File: src/rtl/adder_share_arbiter.sv
// Round-robin arbiter sharing one 64-bit ripple adder between requesters.
// Operands and results are registered around the adder.
module adder_64bit (
    input  logic [63:0] a,
    input  logic [63:0] b,
    input  logic        carry_in,
    output logic [63:0] sum,
    output logic        carry_overflow
);

    logic cy;

    always_comb begin
        sum = '0;
        cy  = carry_in;
        for (int i = 0; i < 64; i++) begin
            sum[i] = a[i] ^ b[i] ^ cy;
            cy     = (a[i] & b[i]) | (cy & (a[i] ^ b[i]));
        end
        carry_overflow = cy;
    end

endmodule

module adder_share_arbiter #(
    parameter int NUM_REQ = 3,
    parameter int ID_W    = 2
) (
    input  logic                   clk,
    input  logic                   rst,
    input  logic [NUM_REQ-1:0]     req_valid,
    input  logic [NUM_REQ*64-1:0]  req_a,
    input  logic [NUM_REQ*64-1:0]  req_b,
    output logic [NUM_REQ-1:0]     req_ready,
    output logic                   rsp_valid,
    input  logic                   rsp_ready,
    output logic [63:0]            rsp_sum,
    output logic                   rsp_carry,
    output logic [ID_W-1:0]        rsp_id
);

    typedef enum logic [1:0] {
        IDLE,
        CALC,
        RESP
    } state_t;

    state_t state;
    state_t state_nxt;

    logic [ID_W-1:0]    rr_ptr;
    logic [ID_W-1:0]    grant_id;
    logic [NUM_REQ-1:0] grant_oh;
    logic               grant_any;
    logic               accept;
    logic [63:0]        sel_a;
    logic [63:0]        sel_b;
    logic [63:0]        op_a;
    logic [63:0]        op_b;
    logic [ID_W-1:0]    op_id;
    logic [63:0]        add_sum;
    logic               add_carry;
    int                 idx;

    // Rotating priority search starting at rr_ptr
    always_comb begin
        grant_any = 1'b0;
        grant_id  = '0;
        grant_oh  = '0;
        idx       = 0;
        for (int k = 0; k < NUM_REQ; k++) begin
            idx = int'(rr_ptr) + k;
            if (idx >= NUM_REQ) begin
                idx = idx - NUM_REQ;
            end
            if (!grant_any && req_valid[idx]) begin
                grant_any     = 1'b1;
                grant_id      = ID_W'(idx);
                grant_oh[idx] = 1'b1;
            end
        end
    end

    // One-hot AND-OR operand select
    always_comb begin
        sel_a = '0;
        sel_b = '0;
        for (int i = 0; i < NUM_REQ; i++) begin
            if (grant_oh[i]) begin
                sel_a = sel_a | req_a[64*i +: 64];
                sel_b = sel_b | req_b[64*i +: 64];
            end
        end
    end

    assign accept    = (state == IDLE) && !rst && grant_any;
    assign req_ready = ((state == IDLE) && !rst) ? grant_oh : '0;

    adder_64bit u_adder (
        .a              (op_a),
        .b              (op_b),
        .carry_in       (1'b0),
        .sum            (add_sum),
        .carry_overflow (add_carry)
    );

    always_ff @(posedge clk) begin
        if (rst) begin
            state <= IDLE;
        end else begin
            state <= state_nxt;
        end
    end

    always_comb begin
        state_nxt = state;
        unique case (state)
            IDLE: begin
                if (accept) begin
                    state_nxt = CALC;
                end
            end
            CALC: begin
                state_nxt = RESP;
            end
            RESP: begin
                if (rsp_ready) begin
                    state_nxt = IDLE;
                end
            end
            default: begin
                state_nxt = IDLE;
            end
        endcase
    end

    always_ff @(posedge clk) begin
        if (rst) begin
            rr_ptr    <= '0;
            op_a      <= '0;
            op_b      <= '0;
            op_id     <= '0;
            rsp_valid <= 1'b0;
            rsp_sum   <= '0;
            rsp_carry <= 1'b0;
            rsp_id    <= '0;
        end else begin
            if (accept) begin
                op_a  <= sel_a;
                op_b  <= sel_b;
                op_id <= grant_id;
                if (grant_id == ID_W'(NUM_REQ - 1)) begin
                    rr_ptr <= '0;
                end else begin
                    rr_ptr <= grant_id + 1'b1;
                end
            end
            if (state == CALC) begin
                rsp_sum   <= add_sum;
                rsp_carry <= add_carry;
                rsp_id    <= op_id;
                rsp_valid <= 1'b1;
            end
            if ((state == RESP) && rsp_ready) begin
                rsp_valid <= 1'b0;
            end
        end
    end

endmodule

File: config.mk
export PLATFORM = sky130hd
export DESIGN_NAME = adder_share_arbiter
export DESIGN_NICKNAME = d
export VERILOG_FILES = /design/src/rtl/adder_share_arbiter.sv
export SDC_FILE = /design/constraint.sdc
export NUM_CORES = 1
export LEC_CHECK = 0
export CAP_MARGIN = 40
export CORE_MARGIN = 3
export CORE_UTILIZATION = 35
export DETAILED_ROUTE_END_ITERATION = 6
export PLACE_DENSITY = 0.76
export RECOVER_POWER = 100
export SLEW_MARGIN = 20
export SYNTH_ARGS = -nofsm -noshare
export SYNTH_HDL_FRONTEND = slang
export SYNTH_SLANG_ARGS = --single-unit
File: constraint.sdc
create_clock -name clk -period 35.9 [get_ports clk]
set_input_delay 3.59 -clock clk [delete_from_list [all_inputs] [get_ports clk]]
set_output_delay 3.59 -clock clk [all_outputs]
set_load 0.005 [all_outputs]
==> qor.csv, run 1 <==
stage,metric,value,unit
routing,drt-initial-drc-count,495,
critical_path,end_kind,flip-flop,
synth,syn_area,11500,sq um
synth,syn_avg_cell_area,9.64,sq um
timing,rsz0062_at_grt,false,
synth,ys_async_sr_fraction,0,%
global_route,grt_pass1_vias,11023,
layout,fin_util,51.8,%
synth,synth_common_cells,"nand2_1, dfxtp_1, a22oi_1",
clock_tree,clk_path_buf_depth,3,
place,gp_congestion,0.797,
layout,syn_to_final_growth,44.4,%
floorplan,start_util,35.9,%
floorplan,die_h,187,um
critical_path,path_common_cell,fa_1,
timing,timing.fmax,38.6,MHz
clock_tree,cts_hold_buf,0,
routing,vias_per_cell,5.36,
clock_tree,cts.sinks,202,
min_path,hold_path_end,rsp_sum[1],
critical_path,slowest_stage,fa_1,
synth,synth_top_area_share,35.3,%
timing,fin_tns_setup,0,ns
layout,regArea,4040,sq um
layout,diodes,0,
min_path,hp-class,reg -> reg,
timing,slew_headroom,-105,%
critical_path,path_max_fanout,2,
timing,fin_crit_sh,72.2,%
global_route,grt_use_total,20.6,%
synth,ys_seq_elements,202,
clock_tree,cts_setup_buffers,0,
synth,synthDistinctLibCells,48,
layout,fin_area,16600,sq um
place,dpl.hpwl,28.4,mm
layout,stdcell_count,2014,
critical_path,path_buf_inv,3,
clock_tree,cts_tree,yes,
floorplan,io_pins,461,
critical_path,ff2ff_setup_slack,9.97,ns
floorplan,num_rows,65,
timing,finalClockSkew,0.0122,ns
pwr,power.density,49.7,nW/um^2
timing,drv_slew,345,
global_route,grt_pass1_wl,59.8,mm
job,drv_cap,5,
clock_tree,postCtsResizedCells,0,
timing,tightest_slew,3.07,ns
global_route,grt_max_degree,77,
synth,synth_cells,1190,
global_route,overflow,0,
clock_tree,clk_pin_slew,0.06,ns
routing,wl_per_cell,18.8,um
layout,multiInputGateArea,6410,sq um
synth,synth_edf_count,0,
layout,drive_gt1_share,6.02,%
synth,synth_nets,1648,
global_route,antenna_found_initial,0,
synth,synth_warnings,0,
critical_path,worst-setup-path-type,reg -> reg,
timing,hold_viol_final,0,
timing,final-setup-viol-count,0,
synth,ys.flop_type,dfxtp_1,
routing,drc,0,
routing,num_vias,10791,
outcome,outcome,"finished, violations left",
floorplan,dieArea,35000,sq um
place,place_area,16200,sq um
pwr,peakVddDrop,0.0339,mV
synth,ys_seq_area_share,35.3,%
critical_path,rr_endpoint,rsp_sum[63],
place,port_buffers,460,
routing,drtPass1Iterations,5,
synth,yosys-top-cells-area,"dfxtp_1, o221ai_2, fa_1, nand2_1, a22oi_1",
critical_path,slowest_delay,0.44,ns
min_path,min_path_cells,2,
routing,antenna_left,0,
clock_tree,cts_made_buffers,23,
pwr,power_leakage,0.00594,uW
routing,routed_wl,38.0,mm
layout,n_fill_cell,2911,
synth,synth_most_common_cell,nand2_1,
critical_path,rr_worst_depth,68,
timing,min_period,25.93,ns
floorplan,die_w,187,um
critical_path,startpoint_type,flip-flop,
clock_tree,clk_latency,0.51,ns
critical_path,r2r_start,op_a[0],
clock_tree,cts-root-buf,clkbuf_16,
outcome,violations,"capacitance limit, slew limit",
critical_path,path_delay_family,adder cells,
floorplan,coreArea,32000,sq um
synth,yosysTopAreaCell,dfxtp_1,
min_path,min_from,rsp_sum[1],
clock_tree,cts_htree_levels,1,
place,dpl.cell_count,1973,
critical_path,worstPathArrival,26.33,ns
critical_path,crit_required,36.30,ns
layout,nets,2023,
## per-stage QoR
| stage | worst slack, ns | total power, uW | hold WS [ns] |
|---|---|---|---|
| 2_1_floorplan | 11.34 | 499 | 0.432 |
| 3_3_place_gp | 10.39 | 605 | 0.441 |
| 3_5_place_dp | 10.06 | 619 | 0.446 |
| 4_1_cts | 9.99 | 847 | 0.455 |
| 5_1_grt | 9.19 | 876 | 0.469 |
| 6_report | 9.97 | 823 | 0.449 |
## power by group
part           internal [uW]  leakage (uW)  switching, uW
logic                    138       0.00394            151
registers                274       0.00166           37.5
clock network            131      0.000338           91.7
total                    543       0.00594            280
## layer usage
metal  wire length [um]  GRT usage [%]  vias to the layer above
met5                  0              0                        -
met4               1040           5.29                        0
met3               2440           3.86                       58
met2              19500           37.5                      410
met1              15000           25.1                     5185
li1                   -              -                     5138
## worst max path at each step
stage	end	slack, ns	from	cells after the start
after global placement	rsp_sum[63]	10.39	op_a[0]	68
after detailed placement	rsp_sum[63]	10.06	op_a[0]	68
after CTS	rsp_sum[63]	9.99	op_a[0]	68
after global routing	rsp_sum[63]	9.19	op_a[0]	68
final	rsp_sum[63]	9.97	op_a[0]	68
after floorplan	rsp_sum[63]	11.34	op_a[0]	68
## kinds of logic after synthesis
| kind of cell | synth area share [%] |
|---|---|
| flops | 35.3 |
| simple gates | 18.9 |
| compound gates | 27.7 |
| fa+ha+maj | 11.6 |
| mux | 0.0873 |
| buf+inv | 6.35 |
## area by class of cell
| class | instances | area share [%] |
|---|---|---|
| clock buffers | 35 | 3.93 |
| well taps | 435 | 3.29 |
| flip-flops and latches | 202 | 24.4 |
| repair buffers | 478 | 29.1 |
| multi-input cells | 846 | 38.7 |
| clock inverters | 4 | 0.310 |
| inverters | 14 | 0.325 |
## worst reg2reg max path, delay by kind of cell, from the launching register on
kind,cells,cell delay [ns]
compound gates,1,0.19
flops,1,0.31
fa+ha+maj,64,25.14
buf+inv,3,0.21
## registers in the layout, summed over array words and instances (netlist names)
signal     flops
op_a          64
op_b          64
op_id          2
rr_ptr         2
rsp_carry      1
rsp_id         2
rsp_sum       64
rsp_valid      1
state          2
## placed cells by master (no fill, tap or decap), drive strengths merged, types with 5 or more instances in the layout
| master | instances |
|---|---|
| nor2b | 7 |
| buf | 15 |
| a22oi | 128 |
| nand3b | 124 |
| clkdlybuf4s50 | 389 |
| fa | 63 |
| clkbuf | 39 |
| dfxtp | 202 |
| inv | 14 |
| ha | 5 |
| nor2 | 6 |
| dlygate4sd3 | 70 |
| nand2 | 267 |
| o221ai | 129 |
| a21oi | 74 |
Power figures use the tool's default switching activity.
==> run 2, diff against run 1 <==
==> constraint.sdc (replaced) <==
create_clock -name clk -period 26.1 [get_ports clk]
set_input_delay 2.61 -clock clk [delete_from_list [all_inputs] [get_ports clk]]
set_output_delay 2.61 -clock clk [all_outputs]
set_load 0.005 [all_outputs]
==> qor.csv, run 2 (synthesized netlist as in run 1, its figures left out) <==
stage,metric,value,unit,change
critical_path,crit_required,26.52,ns,-9.78 ns
layout,nets,2024,,+0.049%
global_route,grt_pass1_wl,59.6,mm,-0.26%
timing,rsz0062_at_grt,false,,
critical_path,path_common_cell,fa_1,,
pwr,power_leakage,0.00597,uW,+0.62%
global_route,antenna_found_initial,0,,unchanged
place,gp_congestion,0.797,,unchanged
pwr,peakVddDrop,0.0492,mV,+45%
layout,n_fill_cell,2907,,-0.14%
layout,final_cell_mix,"clkdlybuf4s50_1, nand2_1, dfxtp_1",,
place,place_ws,0.282,ns,-9.77 ns
routing,drc,0,,unchanged
timing,slew_headroom,-108,%,-3.5 points
global_route,overflow,0,,unchanged
clock_tree,clk_latency,0.52,ns,about the same
clock_tree,cts_tree,yes,,
global_route,grt_max_degree,77,,unchanged
place,place_area,16200,sq um,unchanged
timing,tightest_slew,3.12,ns,+0.0528 ns
layout,final_common_cell,clkdlybuf4s50_1,,
floorplan,num_rows,65,,unchanged
timing,fin_hold_ws,0.448,ns,-0.000265 ns
critical_path,end_kind,flip-flop,,
place,dpl.hpwl,28.2,mm,-0.67%
floorplan,dieArea,35000,sq um,unchanged
timing,final-setup-viol-count,0,,unchanged
clock_tree,cts_setup_buffers,0,,unchanged
clock_tree,cts-root-buf,clkbuf_16,,
timing,timing.fmax,39.5,MHz,+2.4%
floorplan,io_pins,461,,unchanged
place,port_buffers,460,,unchanged
min_path,hp-class,reg -> reg,,
critical_path,slowest_delay,0.42,ns,-0.02 ns
critical_path,worstPathArrival,25.74,ns,-0.59 ns
critical_path,path_max_fanout,2,,unchanged
clock_tree,cts.sinks,202,,unchanged
layout,diodes,0,,unchanged
clock_tree,cts_hold_buf,0,,unchanged
routing,vias_per_cell,5.31,,-0.97%
routing,antenna_left,0,,unchanged
pwr,power.density,69.8,nW/um^2,+40%
critical_path,worst-setup-path-type,reg -> reg,,
routing,routed_wl,38.0,mm,+0.11%
timing,fin_tns_setup,0,ns,unchanged
timing,drv_slew,268,,-22%
outcome,violations,"capacitance limit, slew limit",,
clock_tree,clk_pin_slew,0.05,ns,about the same
timing,finalClockSkew,0.0129,ns,+0.000649 ns
clock_tree,cts_made_buffers,24,,+4.3%
pwr,p_total,1170,uW,+42%
routing,num_vias,10713,,-0.72%
clock_tree,clk_path_buf_depth,3,,unchanged
outcome,outcome,"finished, violations left",,
floorplan,coreArea,32000,sq um,unchanged
layout,fin_area,16700,sq um,+0.95%
layout,syn_to_final_growth,45.8,%,
critical_path,ff2ff_setup_slack,0.78,ns,-9.19 ns
critical_path,path_delay_family,adder cells,,
timing,fin_crit_sh,97.0,%,+25 points
job,drv_cap,4,,-1
floorplan,start_util,35.9,%,unchanged
routing,drtPass1Iterations,5,,unchanged
timing,worst_slack,0.783,ns,-9.19 ns
global_route,grt_pass1_vias,11011,,-0.11%
critical_path,path_buf_inv,3,,unchanged
floorplan,die_w,187,um,unchanged
critical_path,slowest_stage,fa_1,,
global_route,grt_use_total,20.6,%,about the same
layout,reg_top3,"op_a: 64 flops, op_b: 64 flops, rsp_sum: 64 flops",,
clock_tree,cts_htree_levels,1,,unchanged
routing,drt-initial-drc-count,493,,-0.40%
timing,hold_viol_final,0,,unchanged
floorplan,die_h,187,um,unchanged
critical_path,startpoint_type,flip-flop,,
routing,wl_per_cell,18.8,um,-0.14%
timing,min_period,25.32,ns,-0.611 ns
layout,drive_gt1_share,7.51,%,+1.5 points
==> run 2: routing by layer <==
layer | part of all wire (%) | GRT usage (%)
met4 | 4.0 | 7.39
met2 | 50 | 36.2
met1 | 41 | 25.3
met5 | 0 | 0
met3 | 5.6 | 3.99
==> run 2: path summary, 6_finish.rpt <==
kind / endpoint / cells after the start / startpoint
worst max register to register: rsp_sum[63] / 68 / op_a[0]
worst min-delay path: rsp_sum[3] / 2 / rsp_sum[3]
worst min register to register: rsp_sum[3] / 2 / rsp_sum[3]
worst max-delay path: rsp_sum[63] / 68 / op_a[0]
==> run 2: final cells by class <==
class                   instances  area, sq um  share of cell area, %
multi-input cells             846         6450                   38.6
well taps                     435          544                   3.25
clock inverters                 9          104                  0.621
flip-flops and latches        202         4040                   24.2
repair buffers                478         4820                   28.8
inverters                      14         53.8                  0.322
clock buffers                  35          703                   4.21
==> run 2: report_power, final <==
group / internal (uW) / leakage [uW] / switching (uW)
Clock: 207 / 0.000392 / 133
Sequential: 376 / 0.00166 / 52.4
Combinational: 191 / 0.00393 / 208
Total: 774 / 0.00597 / 393
==> run 2: tightest hold or removal path, cell delays in order (launching register included) <==
cell     delay (ns)
dfxtp_1        0.30
nand2_1        0.05
a21oi_1        0.05
==> run 2: what timing repair did <==
item	CTS	global route
gates resized for setup	0	12
endpoints found under the setup margin	0	3
endpoints found under the hold margin	0	0
==> run 2: metrics by stage <==
step	util (%)	std cells
6_report	52.3	2019
5_1_grt	52.3	2019
4_1_cts	53.1	2017
3_5_place_dp	50.6	1973
3_3_place_gp	50.3	1970
2_1_floorplan	-	1190
